<file path="src/rtl/pipeline_pkg.sv">
// Shared pipeline types: ALU op encodings, the EX control bundle and the
// load-use stall state encoding used by the ID/EX register.
package pipeline_pkg;

  localparam logic [3:0] ALU_ADD  = 4'd0;
  localparam logic [3:0] ALU_SUB  = 4'd1;
  localparam logic [3:0] ALU_SLL  = 4'd2;
  localparam logic [3:0] ALU_SLT  = 4'd3;
  localparam logic [3:0] ALU_SLTU = 4'd4;
  localparam logic [3:0] ALU_XOR  = 4'd5;
  localparam logic [3:0] ALU_SRL  = 4'd6;
  localparam logic [3:0] ALU_SRA  = 4'd7;
  localparam logic [3:0] ALU_OR   = 4'd8;
  localparam logic [3:0] ALU_AND  = 4'd9;
  localparam logic [3:0] ALU_LUI  = 4'd10;

  typedef struct packed {
    logic       reg_write;
    logic       mem_read;
    logic       mem_write;
    logic       mem_to_reg;
    logic       alu_src;
    logic       branch;
    logic       jump;
    logic [3:0] alu_op;
    logic [2:0] funct3;
  } ex_ctrl_t;

  localparam ex_ctrl_t CTRL_BUBBLE = '0;

  typedef enum logic {
    ST_RUN,
    ST_LU_STALL
  } lu_state_t;

endpackage

</file>
<file path="src/rtl/load_use_detect.sv">
// Combinational load-use hazard term: the instruction in ID reads the
// destination of a load currently sitting in EX.
module load_use_detect (
  input  logic       id_valid,
  input  logic [4:0] id_rs1,
  input  logic [4:0] id_rs2,
  input  logic       id_uses_rs1,
  input  logic       id_uses_rs2,
  input  logic       ex_valid,
  input  logic       ex_mem_read,
  input  logic [4:0] ex_rd,
  output logic       hz
);

  logic rs1_hit;
  logic rs2_hit;

  assign rs1_hit = id_uses_rs1 && (id_rs1 == ex_rd);
  assign rs2_hit = id_uses_rs2 && (id_rs2 == ex_rd);
  assign hz      = id_valid && ex_valid && ex_mem_read && (ex_rd != 5'd0)
                   && (rs1_hit || rs2_hit);

endmodule

</file>
<file path="src/rtl/id_ex_stage.sv">
// ID/EX pipeline register with load-use bubble insertion, flush squash,
// memory-stall freeze and saturating bubble/flush event counters.
module id_ex_stage
  import pipeline_pkg::*;
#(
  parameter int XLEN             = 32,
  parameter int LOAD_USE_BUBBLES = 1,
  parameter int CNT_W            = 16
) (
  input  logic            clk,
  input  logic            rst_n,
  input  logic            id_valid,
  input  logic [XLEN-1:0] id_pc,
  input  logic [4:0]      id_rs1,
  input  logic [4:0]      id_rs2,
  input  logic [4:0]      id_rd,
  input  logic            id_uses_rs1,
  input  logic            id_uses_rs2,
  input  logic [XLEN-1:0] id_rs1_data,
  input  logic [XLEN-1:0] id_rs2_data,
  input  logic [XLEN-1:0] id_imm,
  input  logic            id_reg_write,
  input  logic            id_mem_read,
  input  logic            id_mem_write,
  input  logic            id_mem_to_reg,
  input  logic            id_alu_src,
  input  logic            id_branch,
  input  logic            id_jump,
  input  logic [3:0]      id_alu_op,
  input  logic [2:0]      id_funct3,
  input  logic            ex_flush,
  input  logic            mem_stall,
  output logic            id_ex_valid,
  output logic [XLEN-1:0] id_ex_pc,
  output logic [4:0]      id_ex_rs1,
  output logic [4:0]      id_ex_rs2,
  output logic [4:0]      id_ex_rd,
  output logic            id_ex_uses_rs1,
  output logic            id_ex_uses_rs2,
  output logic [XLEN-1:0] id_ex_rs1_data,
  output logic [XLEN-1:0] id_ex_rs2_data,
  output logic [XLEN-1:0] id_ex_imm,
  output logic            id_ex_reg_write,
  output logic            id_ex_mem_read,
  output logic            id_ex_mem_write,
  output logic            id_ex_mem_to_reg,
  output logic            id_ex_alu_src,
  output logic            id_ex_branch,
  output logic            id_ex_jump,
  output logic [3:0]      id_ex_alu_op,
  output logic [2:0]      id_ex_funct3,
  output logic            pc_write_en,
  output logic            if_id_write_en,
  output logic [CNT_W-1:0] bubble_count,
  output logic [CNT_W-1:0] flush_count
);

  localparam logic [1:0] LU_INIT = 2'(LOAD_USE_BUBBLES - 1);

  lu_state_t state_q;
  logic [1:0] bcnt_q;
  ex_ctrl_t   ctrl_q;
  ex_ctrl_t   id_ctrl;
  logic       hz;
  logic       capture;
  logic       stall_bubble;

  load_use_detect u_lud (
    .id_valid    (id_valid),
    .id_rs1      (id_rs1),
    .id_rs2      (id_rs2),
    .id_uses_rs1 (id_uses_rs1),
    .id_uses_rs2 (id_uses_rs2),
    .ex_valid    (id_ex_valid),
    .ex_mem_read (ctrl_q.mem_read),
    .ex_rd       (id_ex_rd),
    .hz          (hz)
  );

  assign id_ctrl = '{reg_write:  id_reg_write,  mem_read: id_mem_read,
                     mem_write:  id_mem_write,  mem_to_reg: id_mem_to_reg,
                     alu_src:    id_alu_src,    branch:   id_branch,
                     jump:       id_jump,       alu_op:   id_alu_op,
                     funct3:     id_funct3};

  // Flush outranks both stall sources, so a pending load-use stall is dropped.
  assign stall_bubble   = !ex_flush && ((state_q == ST_LU_STALL) || hz);
  assign capture        = !ex_flush && !stall_bubble;
  assign pc_write_en    = !mem_stall && !stall_bubble;
  assign if_id_write_en = !mem_stall && !stall_bubble;

  always_ff @(posedge clk) begin
    if (!rst_n) begin
      state_q        <= ST_RUN;
      bcnt_q         <= '0;
      ctrl_q         <= CTRL_BUBBLE;
      id_ex_valid    <= 1'b0;
      id_ex_pc       <= '0;
      id_ex_rs1      <= '0;
      id_ex_rs2      <= '0;
      id_ex_rd       <= '0;
      id_ex_uses_rs1 <= 1'b0;
      id_ex_uses_rs2 <= 1'b0;
      id_ex_rs1_data <= '0;
      id_ex_rs2_data <= '0;
      id_ex_imm      <= '0;
      bubble_count   <= '0;
      flush_count    <= '0;
    end else if (!mem_stall) begin
      if (capture) begin
        ctrl_q         <= id_ctrl;
        id_ex_valid    <= id_valid;
        id_ex_pc       <= id_pc;
        id_ex_rs1      <= id_rs1;
        id_ex_rs2      <= id_rs2;
        id_ex_rd       <= id_rd;
        id_ex_uses_rs1 <= id_uses_rs1;
        id_ex_uses_rs2 <= id_uses_rs2;
        id_ex_rs1_data <= id_rs1_data;
        id_ex_rs2_data <= id_rs2_data;
        id_ex_imm      <= id_imm;
      end else begin
        ctrl_q         <= CTRL_BUBBLE;
        id_ex_valid    <= 1'b0;
        id_ex_pc       <= '0;
        id_ex_rs1      <= '0;
        id_ex_rs2      <= '0;
        id_ex_rd       <= '0;
        id_ex_uses_rs1 <= 1'b0;
        id_ex_uses_rs2 <= 1'b0;
        id_ex_rs1_data <= '0;
        id_ex_rs2_data <= '0;
        id_ex_imm      <= '0;
      end

      if (ex_flush) begin
        state_q <= ST_RUN;
        bcnt_q  <= '0;
        if (flush_count != '1) flush_count <= flush_count + 1'b1;
      end else if (stall_bubble) begin
        if (bubble_count != '1) bubble_count <= bubble_count + 1'b1;
        if (state_q == ST_LU_STALL) begin
          if (bcnt_q == 2'd1) begin
            state_q <= ST_RUN;
            bcnt_q  <= '0;
          end else begin
            bcnt_q <= bcnt_q - 1'b1;
          end
        end else if (LOAD_USE_BUBBLES > 1) begin
          state_q <= ST_LU_STALL;
          bcnt_q  <= LU_INIT;
        end
      end
    end
  end

  assign id_ex_reg_write  = ctrl_q.reg_write;
  assign id_ex_mem_read   = ctrl_q.mem_read;
  assign id_ex_mem_write  = ctrl_q.mem_write;
  assign id_ex_mem_to_reg = ctrl_q.mem_to_reg;
  assign id_ex_alu_src    = ctrl_q.alu_src;
  assign id_ex_branch     = ctrl_q.branch;
  assign id_ex_jump       = ctrl_q.jump;
  assign id_ex_alu_op     = ctrl_q.alu_op;
  assign id_ex_funct3     = ctrl_q.funct3;

endmodule

</file>
<file path="config.mk">
export PLATFORM = sky130hd
export DESIGN_NAME = id_ex_stage
export DESIGN_NICKNAME = d
export VERILOG_FILES = /design/src/rtl/pipeline_pkg.sv /design/src/rtl/load_use_detect.sv /design/src/rtl/id_ex_stage.sv
export SDC_FILE = /design/constraint.sdc
export NUM_CORES = 1
export LEC_CHECK = 0
export BUFFER_PORTS_ARGS = -buffer_cell sky130_fd_sc_hd__buf_2
export CAP_MARGIN = 20
export CORE_AREA = 5 5 137 139
export CTS_BUF_LIST = sky130_fd_sc_hd__clkbuf_4 sky130_fd_sc_hd__clkbuf_8 sky130_fd_sc_hd__clkbuf_16
export CTS_CLUSTER_DIAMETER = 100
export CTS_CLUSTER_SIZE = 25
export DETAILED_ROUTE_END_ITERATION = 8
export DIE_AREA = 0 0 142 144
export PLACE_DENSITY_LB_ADDON = 0.3
export SYNTH_ARGS = -nofsm -noshare
export SYNTH_HDL_FRONTEND = slang
export SYNTH_SLANG_ARGS = --single-unit
</file>
<file path="constraint.sdc">
create_clock -name clk -period 2.1 [get_ports clk]
set_input_delay 0.105 -clock clk [delete_from_list [all_inputs] [get_ports clk]]
set_output_delay 0.105 -clock clk [all_outputs]
set_load 0.02 [all_outputs]
</file>
==> metrics.md, run 1 <==
| Metric | Value |
|---|---|
| Top-count cell post-synth | dfxtp_1 |
| Critical Path RT | 2.45 ns |
| Hold Crit Class | primary input to register |
| Final design utilization | 61.87% |
| Hold slack | 0.05898 ns |
| Post-synth top area share | 58.71% |
| Fin area | 0.01085 mm² |
| Number of distinct library cells after synthesis | 40 |
| Mux contribution to synthesized area | 0.1505% |
| Max Clock Skew | 0.009505 ns |
| Worst VDD drop | 0.5115 mV |
| Crit path depth | 8 |
| Cell Pwr Density | 755.5 mW/mm² |
| FF-to-FF End | bubble_count[6] |
| Crit-path slowest cell | or4_1 |
| Post-synthesis xor/xnor area fraction | 3.293% |
| Metal1 wirelength | 9342 µm |
| Max incr delay on CP | 0.39 ns |
| Wire length per cell | 17.73 µm |
| Initial antenna violation count | 1 |
| Post-synth EDFFs | 0 |
| R2R Setup Slk | 0.12 ns |
| GP Congestion | 0.8460 |
| Overall Global Routing Usage | 21.83% |
| Crit path from | bubble_count[0] |
| Post-DP HPWL | 15390 µm |
| Mapped cell area | 0.006649 mm² |
| CTS Buffer Depth | 2 |
| Final period utilization | 94.28% |
| CTS tree | done |
| Synth top area cells | dfxtp_1 (59%), a22o_1 (21%), xnor2_1 (2.4%) |
| Number of synthesized register bits | 195 |
| Post-Layout Cell Count | 1336 |
| # Max-Cap Violations | 0 |
| Vias in the first global route | 6528 |
| CTS Buf Count | 17 |
| Root Driver | clkbuf_16 |
| Die width | 142 µm |
| I/O pin count | 358 |
| Register area share after synthesis | 58.71% |
| Dominant cell type by area after synthesis | dfxtp_1 |
| Leakage power | 0.005124 µW |
| RSZ-0062 raised after global routing | no |
| Startpoint types | register |
| Largest delay share family, worst path | simple AND/OR/NAND/NOR gates |
| Mapped Cells | 585 |
| Reg clk slew, reported paths | 0.07 ns |
| Ys Warns | 0 |
| FF-to-FF Start | bubble_count[0] |
| Vias post-DR | 6681 |
| Max-slew violation count | 0 |
| # nets final | 1258 |
| Syn nets | 752 |
| Largest net degree at the start of global routing | 104 |
| P&R area growth vs syn | 63.15% |
| Worst slew pin tran | 0.6261 ns |
| # placed instances | 1141 |
| Top sig layer | met4 |
| Status | finished, final reports clean |
| Final Setup Violations | 0 |
| Compound-Gate Fraction of Synth Area | 24.75% |
| Crit path cell chain | ha_1, nand3_1, nor2_1, a311oi_2, a31oi_2, buf_12, or4_1, a21oi_1 |
| Top_reg_cell synth | dfxtp_1 |
| Drt pass-1 iters | 7 |
| Met2 routed WL | 11900 µm |
| Post CTS Setup Buffer Count | 0 |
| Critical path endpoint category | register |
| First-pass GRT wire length | 35460 µm |
| Initial Util | 37.92% |
| Post-DP Area | 0.008611 mm² |
| CP arrival | 2.33 ns |
| DR WL met3 | 1773 µm |
| Mean Syn Cell Area | 11.37 µm² |
| Post-synthesis adder-cell area fraction | 0.5645% |
| Full die area | 0.02045 mm² |
| WP buf/inv | 1 |
| Top post-synthesis cells by count | dfxtp_1 (195), a22o_1 (160), nor2_1 (33), clkbuf_1 (21), nand2_1 (20) |
| Post-route minimum period | 1.980 ns |
| ANT nets after route | 0 |
| Largest family of logic cells by synthesized area | compound AO/OA/AOI/OAI gates |
| Iteration-0 DRC Markers | 242 |
| Die H | 144 µm |
| Core ar. | 0.01753 mm² |
| Post-Synth Simple-Gate Area | 7.979% |
| Number of hold violations in the final report | 0 |
| Crit Path Category | register to register |
| H-tree depth | 4 |
| TNS Setup | 0 ns |
| Clock Latency Late Sink | 0.42 ns |
| Peak Freq | 505.1 MHz |
| Slew HR | 58.26% |
| Remaining Overflow, GRT | 0 |
| Post-synth ARST share | 0% |
| Final WL | 23690 µm |
| Worst R2R Path Depth | 8 |
| Worst Setup EP | bubble_count[6] |
| I/O Buffers | 357 |
| Clk sinks | 195 |
| Critical path peak fanout | 30 |
| Share of cells above drive strength 1 | 37.50% |
| Cell Rows | 49 |
| Vias per Instance | 5.001 |
| Detailed-route DRC error count | 0 |
==> cell type report <==
class / instances / area [µm²]
Tap cell: 229 / 286.5
Inverter: 6 / 22.52
Clock buffer: 18 / 432.9
Clock inverter: 14 / 166.4
Multi-Input combinational cell: 340 / 2481
Timing Repair Buffer: 531 / 3543
Sequential cell: 195 / 3908
Fill cell: 1400 / 6686
Antenna cell: 3 / 7.507
==> where the power goes <==
part           switching [µW]  internal, µW  total, µW
clock                    1490          1810       3300
combinational             485           512        997
sequential               73.5          3820       3890
total                    2050          6140       8200
==> routing by layer <==
metal  vias up  GRT usage, %
met3        52         5.853
met4         0         8.636
met1      3147         25.83
met5         -             0
li1       3206             -
met2       276         37.79
==> what timing repair did <==
| action | CTS | global route |
|---|---|---|
| endpoints found under the setup margin | 0 | 10 |
| gates resized for setup | 0 | 7 |
| hold buffers | 160 | 0 |
| endpoints found under the hold margin | 160 | 0 |
==> cells in the final DEF (no fill, tap or decap), types with 2 or more instances in the layout <==
cell,instances
dlygate4sd3_1,160
inv_6,3
dfxtp_1,192
or3_1,12
clkinv_4,3
nor3_1,6
nor2_1,33
inv_8,3
bufinv_16,2
buf_12,4
nand4_1,5
inv_1,6
buf_2,357
and3_1,3
diode_2,3
ha_1,3
o21ai_1,7
buf_4,10
xnor2_1,18
a21oi_1,17
xor2_1,7
nand2b_1,2
a22o_1,160
o21ai_0,7
dfxtp_2,3
nand3_1,19
clkbuf_16,17
nand2_1,20
clkinvlp_4,2
==> stage by stage <==
stage	worst slack (ns)	total power, µW
2_1_floorplan	0.05844	4362
3_3_place_gp	0.08570	4697
3_5_place_dp	0.08032	4702
4_1_cts	0.05918	8243
5_1_grt	0.001486	8504
6_report	0.1201	8195
==> worst min-delay path by stage <==
stage	from	to	slack [ns]	depth (start not counted)
2_1_floorplan	id_alu_op[0]	id_ex_alu_op[0]	0.24	1
3_3_place_gp	id_rs2_data[2]	id_ex_rs2_data[2]	0.32	2
3_5_place_dp	id_mem_write	id_ex_mem_write	0.32	2
4_1_cts	mem_stall	state_q	0.03	2
5_1_grt	rst_n	state_q	0.05	2
6_report	rst_n	state_q	0.06	2
==> cells by family (layout without fill, tap and decap cells) <==
group | count (synthesis) | after routing
buffers and inverters | 50 | 569
AO/OA/AOI/OAI | 202 | 202
multiplexers | 1 | 1
flip-flops | 195 | 195
other | 0 | 3
adder cells (fa/ha/maj) | 3 | 3
XOR/XNOR | 25 | 25
AND/OR/NAND/NOR | 109 | 109
No activity file was read; power rests on OpenSTA's default activity.
==> inputs of run 2 (changes only) <==
- BUFFER_PORTS_ARGS: -buffer_cell sky130_fd_sc_hd__buf_2 -> -buffer_cell sky130_fd_sc_hd__clkbuf_2
- CORE_AREA: 5 5 137 139 -> unset
- CORE_MARGIN: unset -> 5
- CORE_UTILIZATION: unset -> 35
- DIE_AREA: 0 0 142 144 -> unset
- SKIP_LAST_GASP: unset -> 1
==> run 2 against run 1 <==
Net effect:
- worst hold slack worse by 0.025 ns
- critical path depth did not move
- via count decreased by 0.73%
- combinational power down 0.8%
- power fell by 2.9%
- design area is 0.39% lower
- sequential share of layout area up 0.11 points
- largest cell class unchanged
==> metrics.md, run 2 (synthesis results as in run 1) <==
| Metric | Value |
|---|---|
| Reg clk slew, reported paths | 0.07 ns (about the same) |
| Post-DP HPWL | 14760 µm (was 15390 µm) |
| Wire length per cell | 17.19 µm (was 17.73 µm) |
| CTS Buf Count | 17 (unchanged) |
| Drt pass-1 iters | 4 (was 7) |
| First-pass GRT wire length | 35740 µm (was 35460 µm) |
| Met3 usage | 5.150% (was 5.853%) |
| GRT busiest layer | met2 (unchanged) |
| I/O Buffers | 357 (unchanged) |
| Slew HR | 65.28% (was 58.26%) |
| Worst VDD drop | 0.4791 mV (was 0.5115 mV) |
| RSZ-0062 raised after global routing | no (unchanged) |
| Startpoint types | register (unchanged) |
| Critical path peak fanout | 30 (unchanged) |
| Most common cell after layout, fill and taps aside | clkbuf_2 (was buf_2) |
| WP buf/inv | 1 (unchanged) |
| ANT nets after route | 0 (unchanged) |
| Final period utilization | 93.56% (was 94.28%) |
| Initial antenna violation count | 2 (was 1) |
| Crit path cell chain | ha_1, nand3_1, nor2_1, a311oi_1, a31oi_2, buf_12, or4_1, a21oi_1 (was ha_1, nand3_1, nor2_1, a311oi_2, a31oi_2, buf_12, or4_1, a21oi_1) |
| Vias post-DR | 6632 (was 6681) |
| Grt met2 use | 34.60% (was 37.79%) |
| Largest net degree at the start of global routing | 72 (was 104) |
| Full die area | 0.02185 mm² (was 0.02045 mm²) |
| Post-Layout Cell Count | 1343 (was 1336) |
| Vias per Instance | 4.938 (was 5.001) |
| TNS Setup | 0 ns (unchanged) |
| # nets final | 1261 (was 1258) |
| Root Driver | clkbuf_16 (unchanged) |
| Share of cells above drive strength 1 | 37.16% (was 37.50%) |
| Leakage power | 0.004980 µW (was 0.005124 µW) |
| Clk sinks | 195 (unchanged) |
| Die H | 147.8 µm (was 144 µm) |
| # placed instances | 1149 (was 1141) |
| Max-slew violation count | 0 (unchanged) |
| Crit-path slowest cell | or4_1 (unchanged) |
| Hold Crit Class | primary input to register (unchanged) |
| Commonest non-fill, non-tap cells in the layout | clkbuf_2 (357), dfxtp_1 (195), a22o_1 (160), dlygate4sd3_1 (160), nor2_1 (33) (was buf_2 (357), dfxtp_1 (192), a22o_1 (160), dlygate4sd3_1 (160), nor2_1 (33)) |
| CP arrival | 2.32 ns (was 2.33 ns) |
| Core ar. | 0.01871 mm² (was 0.01753 mm²) |
| Remaining Overflow, GRT | 0 (unchanged) |
| Crit Path Category | register to register (unchanged) |
| Critical Path RT | 2.45 ns (about the same) |
| Max Clock Skew | 0.01450 ns (was 0.009505 ns) |
| Largest delay share family, worst path | compound AO/OA/AOI/OAI gates (was simple AND/OR/NAND/NOR gates) |
| Iteration-0 DRC Markers | 232 (was 242) |
| Cell Pwr Density | 736.6 mW/mm² (was 755.5 mW/mm²) |
| Clock Latency Late Sink | 0.42 ns (about the same) |
| Critical path endpoint category | register (unchanged) |
| Cell Rows | 50 (was 49) |
| CTS tree | done (unchanged) |
| Final Setup Violations | 0 (unchanged) |
| Peak Freq | 509.0 MHz (was 505.1 MHz) |
| CTS Buffer Depth | 2 (unchanged) |
| GR Layer Usage met1 | 24.28% (was 25.83%) |
| Max incr delay on CP | 0.39 ns (about the same) |
| Worst slew pin tran | 0.5202 ns (was 0.6261 ns) |
| Vias in the first global route | 6602 (was 6528) |
| P&R area growth vs syn | 62.51% (was 63.15%) |
| Die width | 147.8 µm (was 142 µm) |
| GP Congestion | 0.8308 (was 0.8460) |
| # Max-Cap Violations | 0 (unchanged) |
| Initial Util | 35.55% (was 37.92%) |
| # fillers | 1533 (was 1400) |
| H-tree depth | 4 (unchanged) |
| Final WL | 23090 µm (was 23690 µm) |
| Status | finished, final reports clean (unchanged) |
| I/O pin count | 358 (unchanged) |
| Number of hold violations in the final report | 0 (unchanged) |
| Overall Global Routing Usage | 20.10% (was 21.83%) |
| Post-route minimum period | 1.965 ns (was 1.980 ns) |
| Detailed-route DRC error count | 0 (unchanged) |
==> run 2: final timing paths <==
check,slack [ns],to,from,cells after the start
worst max-delay path,0.14,bubble_count[6],bubble_count[0],8
worst min-delay path,0.03,state_q,mem_stall,2
worst max register to register,0.14,bubble_count[6],bubble_count[0],8
worst min register to register,0.47,id_ex_imm[21],id_ex_imm[21],1
==> run 2: final cells by class <==
type | instances | area [µm²] | area share [%]
diodes | 3 | 7.507 | 0.06948
clock buffers | 17 | 425.4 | 3.937
clock inverters | 14 | 125.1 | 1.158
inverters | 6 | 22.52 | 0.2084
multi-input cells | 340 | 2462 | 22.79
flip-flops and latches | 195 | 3904 | 36.13
well taps | 234 | 292.8 | 2.710
repair buffers | 534 | 3566 | 33.00
==> run 2: layer usage <==
metal	share of wire (%)	vias to the layer above
met4	2.7	0
met2	50	284
li1	-	3211
met5	0	-
met3	6.7	50
met1	41	3087
==> run 2: metrics by stage <==
stage	area [µm²]	hold slack, ns	power [µW]	worst slack [ns]	util (%)
after global placement	8640	0.3213	4698	0.1519	46.19
after global routing	10800	0.03227	8269	0.005338	57.75
after CTS	10790	0.009788	8020	0.07752	57.69
final	10810	0.03445	7959	0.1353	57.77
after floorplan	6649	0.2376	4362	0.05844	-
after detailed placement	8640	0.3253	4702	0.1280	46.19
==> run 2: repair_timing <==
action | 4_1_cts | 5_1_grt
gates resized for setup | 0 | 1
setup endpoints to repair | 0 | 164
hold buffers | 160 | 0
endpoints found under the hold margin | 160 | 0
buffers inserted | 0 | 0
==> run 2: where the power goes <==
group	leakage [µW]	internal [µW]	switching [µW]
sequential	0.00159	3820	75.0
combinational	0.00313	508	481
clock	0.000266	1550	1520
total	0.00498	5880	2080
==> run 2: worst reg2reg max path, cell delays in order (launching register included) <==
cell and delay, ns:
dfxtp_1 0.32, ha_1 0.21, nand3_1 0.11, nor2_1 0.08
a311oi_1 0.30, a31oi_2 0.15, buf_12 0.18, or4_1 0.39
a21oi_1 0.15
==> inputs of run 3 (changes only) <==
--- a/config.mk
+++ b/config.mk
@@ -9,3 +9,3 @@
 export CAP_MARGIN = 20
-export CORE_MARGIN = 5
+export CORE_MARGIN = 4
 export CORE_UTILIZATION = 35
--- a/constraint.sdc
+++ b/constraint.sdc
@@ -3,2 +3,2 @@
 set_output_delay 0.105 -clock clk [all_outputs]
-set_load 0.02 [all_outputs]
+set_load 0.01 [all_outputs]
==> run 3 against run 2 <==
Net effect:
- sequential share of layout area down 0.20 points
- non-clock buffer count up 3
- global-route usage up 1.5 points
- maximum frequency up 1.8%
- worst hold slack better by 0.0065 ns
- core utilization up 0.33 points
- sequential power about the same
- via count up 1.1%
- routed wire length up 2.5%
- clock power up 2%
- setup slack better by 0.034 ns
- cell count up 0.15%
- critical path type is now register to primary output
==> metrics.md, run 3 (synthesis results as in run 1) <==
| Metric | Value |
|---|---|
| I/O Buffers | 357 (unchanged) |
| Post-DP HPWL | 15490 µm (was 14760 µm) |
| Met3 usage | 6.197% (was 5.150%) |
| Die width | 145.8 µm (was 147.8 µm) |
| Overall Global Routing Usage | 21.62% (was 20.10%) |
| Most frequent CP cell | nor2_1 |
| Post-DP Area | 0.008667 mm² (was 0.008640 mm²) |
| Post-route minimum period | 1.930 ns (was 1.965 ns) |
| Number of hold violations in the final report | 0 (unchanged) |
| Iteration-0 DRC Markers | 268 (was 232) |
| P&R area growth vs syn | 63.44% (was 62.51%) |
| Leakage power | 0.005010 µW (was 0.004980 µW) |
| Max incr delay on CP | 0.44 ns (was 0.39 ns) |
| # Max-Cap Violations | 0 (unchanged) |
| Crit-path slowest cell | dfxtp_1 (was or4_1) |
| Final Setup Violations | 0 (unchanged) |
| Commonest non-fill, non-tap cells in the layout | clkbuf_2 (357), dfxtp_1 (195), a22o_1 (160), dlygate4sd3_1 (160), nor2_1 (33) (unchanged) |
| Grt met2 use | 38.38% (was 34.60%) |
| Hold_sp | mem_stall (unchanged) |
| Detailed-route DRC error count | 0 (unchanged) |
| CP arrival | 1.83 ns (was 2.32 ns) |
| Largest net degree at the start of global routing | 89 (was 72) |
| Drt pass-1 iters | 5 (was 4) |
| Reg clk slew, reported paths | 0.07 ns (about the same) |
| Max-slew violation count | 0 (unchanged) |
| Critical path endpoint category | primary output (was register) |
| CTS Buffer Depth | 2 (unchanged) |
| Cell Rows | 50 (unchanged) |
| Vias post-DR | 6705 (was 6632) |
| Initial antenna violation count | 1 (was 2) |
| CTS tree | done (unchanged) |
| H-tree depth | 4 (unchanged) |
| Crit path cell chain | xnor2_1, nand4_1, o22ai_2, a21oi_1, nor2_1, nor2_1, clkbuf_2 (was ha_1, nand3_1, nor2_1, a311oi_1, a31oi_2, buf_12, or4_1, a21oi_1) |
| Final WL | 23670 µm (was 23090 µm) |
| Fin area | 0.01087 mm² (was 0.01081 mm²) |
| Remaining Overflow, GRT | 0 (unchanged) |
| FF-to-FF Start | id_ex_rd[0] (was bubble_count[0]) |
| Status | finished, final reports clean (unchanged) |
| Crit path from | id_ex_rd[0] (was bubble_count[0]) |
| GP Congestion | 0.8371 (was 0.8308) |
| Cell Pwr Density | 730.9 mW/mm² (was 736.6 mW/mm²) |
| Root Driver | clkbuf_16 (unchanged) |
| Peak Freq | 518.1 MHz (was 509.0 MHz) |
| GR Layer Usage met1 | 24.97% (was 24.28%) |
| RSZ-0062 raised after global routing | yes (was no) |
| Initial Util | 35.55% (unchanged) |
| Critical path peak fanout | 5 (was 30) |
| Slew HR | 64.76% (was 65.28%) |
| CTS Buf Count | 17 (unchanged) |
| Hold slack | 0.04094 ns (was 0.03445 ns) |
| Share of cells above drive strength 1 | 37.48% (was 37.16%) |
| Clock Latency Late Sink | 0.42 ns (about the same) |
| Critical Path RT | 2.00 ns (was 2.45 ns) |
| Vias per Instance | 4.985 (was 4.938) |
| GRT busiest layer | met2 (unchanged) |
| Final design utilization | 58.09% (was 57.77%) |
| Worst VDD drop | 0.5340 mV (was 0.4791 mV) |
| Most common cell after layout, fill and taps aside | clkbuf_2 (unchanged) |
| First-pass GRT wire length | 37510 µm (was 35740 µm) |
| Max Clock Skew | 0.01066 ns (was 0.01450 ns) |
| Startpoint types | register (unchanged) |
| Vias in the first global route | 6726 (was 6602) |
| Wire length per cell | 17.60 µm (was 17.19 µm) |
| Final period utilization | 91.92% (was 93.56%) |
| Full die area | 0.02127 mm² (was 0.02185 mm²) |
| Core ar. | 0.01871 mm² (unchanged) |
| Worst slew pin tran | 0.5280 ns (was 0.5202 ns) |
| Die H | 145.8 µm (was 147.8 µm) |
| ANT nets after route | 0 (unchanged) |
| Crit Path Category | register to primary output (was register to register) |
| I/O pin count | 358 (unchanged) |
| Clk sinks | 195 (unchanged) |
| Hold Crit Class | primary input to register (unchanged) |
| # nets final | 1264 (was 1261) |
| # fillers | 1556 (was 1533) |
-- run 3: cell count changes in the layout (fill, tap and decap cells not counted), moves of 2 or more --
cell,previous run,this run
clkinv_2,3,0
clkinv_4,2,5
buf_4,13,15
diode_2,3,1
-- run 3: area by class of cell --
class	count	area [µm²]	area share, %
flip-flops and latches	195	3904	35.92
repair buffers	537	3601	33.14
multi-input cells	340	2469	22.72
clock buffers	18	432.9	3.984
well taps	234	292.8	2.694
clock inverters	14	142.6	1.313
inverters	6	22.52	0.2073
diodes	1	2.502	0.02303
-- run 3: metrics by stage --
step	cells	worst slack [ns]	total power [µW]	setup TNS (ns)
after global placement	1151	0.1078	4611	0
after detailed placement	1151	0.05764	4614	0
after CTS	1343	0.04655	8031	0
after floorplan	585	0.1436	4267	0
after global routing	1345	-0.01391	8258	-0.01391
final	1345	0.1697	7943	0
-- run 3: worst paths after layout --
kind	to	slack (ns)	cells after the start
setup / recovery	pc_write_en	0.17	7
hold / removal	state_q	0.04	2
setup reg to reg	id_ex_pc[27]	0.18	7
hold reg to reg	id_ex_pc[11]	0.47	1
-- run 3: worst max-delay path, delay by kind of cell, from the launching register on --
| kind | cells | cell delay, ns |
|---|---|---|
| compound gates | 2 | 0.35 |
| xor+xnor | 1 | 0.17 |
| buf+inv | 1 | 0.13 |
| flops | 1 | 0.44 |
| simple gates | 3 | 0.32 |
-- run 3: power by group --
part,total [µW],leakage (µW),internal (µW),switching [µW]
sequential,3900,0.00159,3820,76.8
combinational,903,0.00315,511,392
clock,3140,0.000276,1590,1550
-- run 3: repair_timing --
action | in CTS | in global routing
resized for setup | 0 | 2
buffers inserted | 0 | 1
hold buffers | 160 | 0
endpoints found under the setup margin | 0 | 150
endpoints found under the hold margin | 160 | 0
-- run 3: layer usage --
metal / wire length, µm / part of all wire (%)
met1: 9334 / 39
met2: 12210 / 52
met3: 1523 / 6.4
met4: 605 / 2.6
met5: 0 / 0
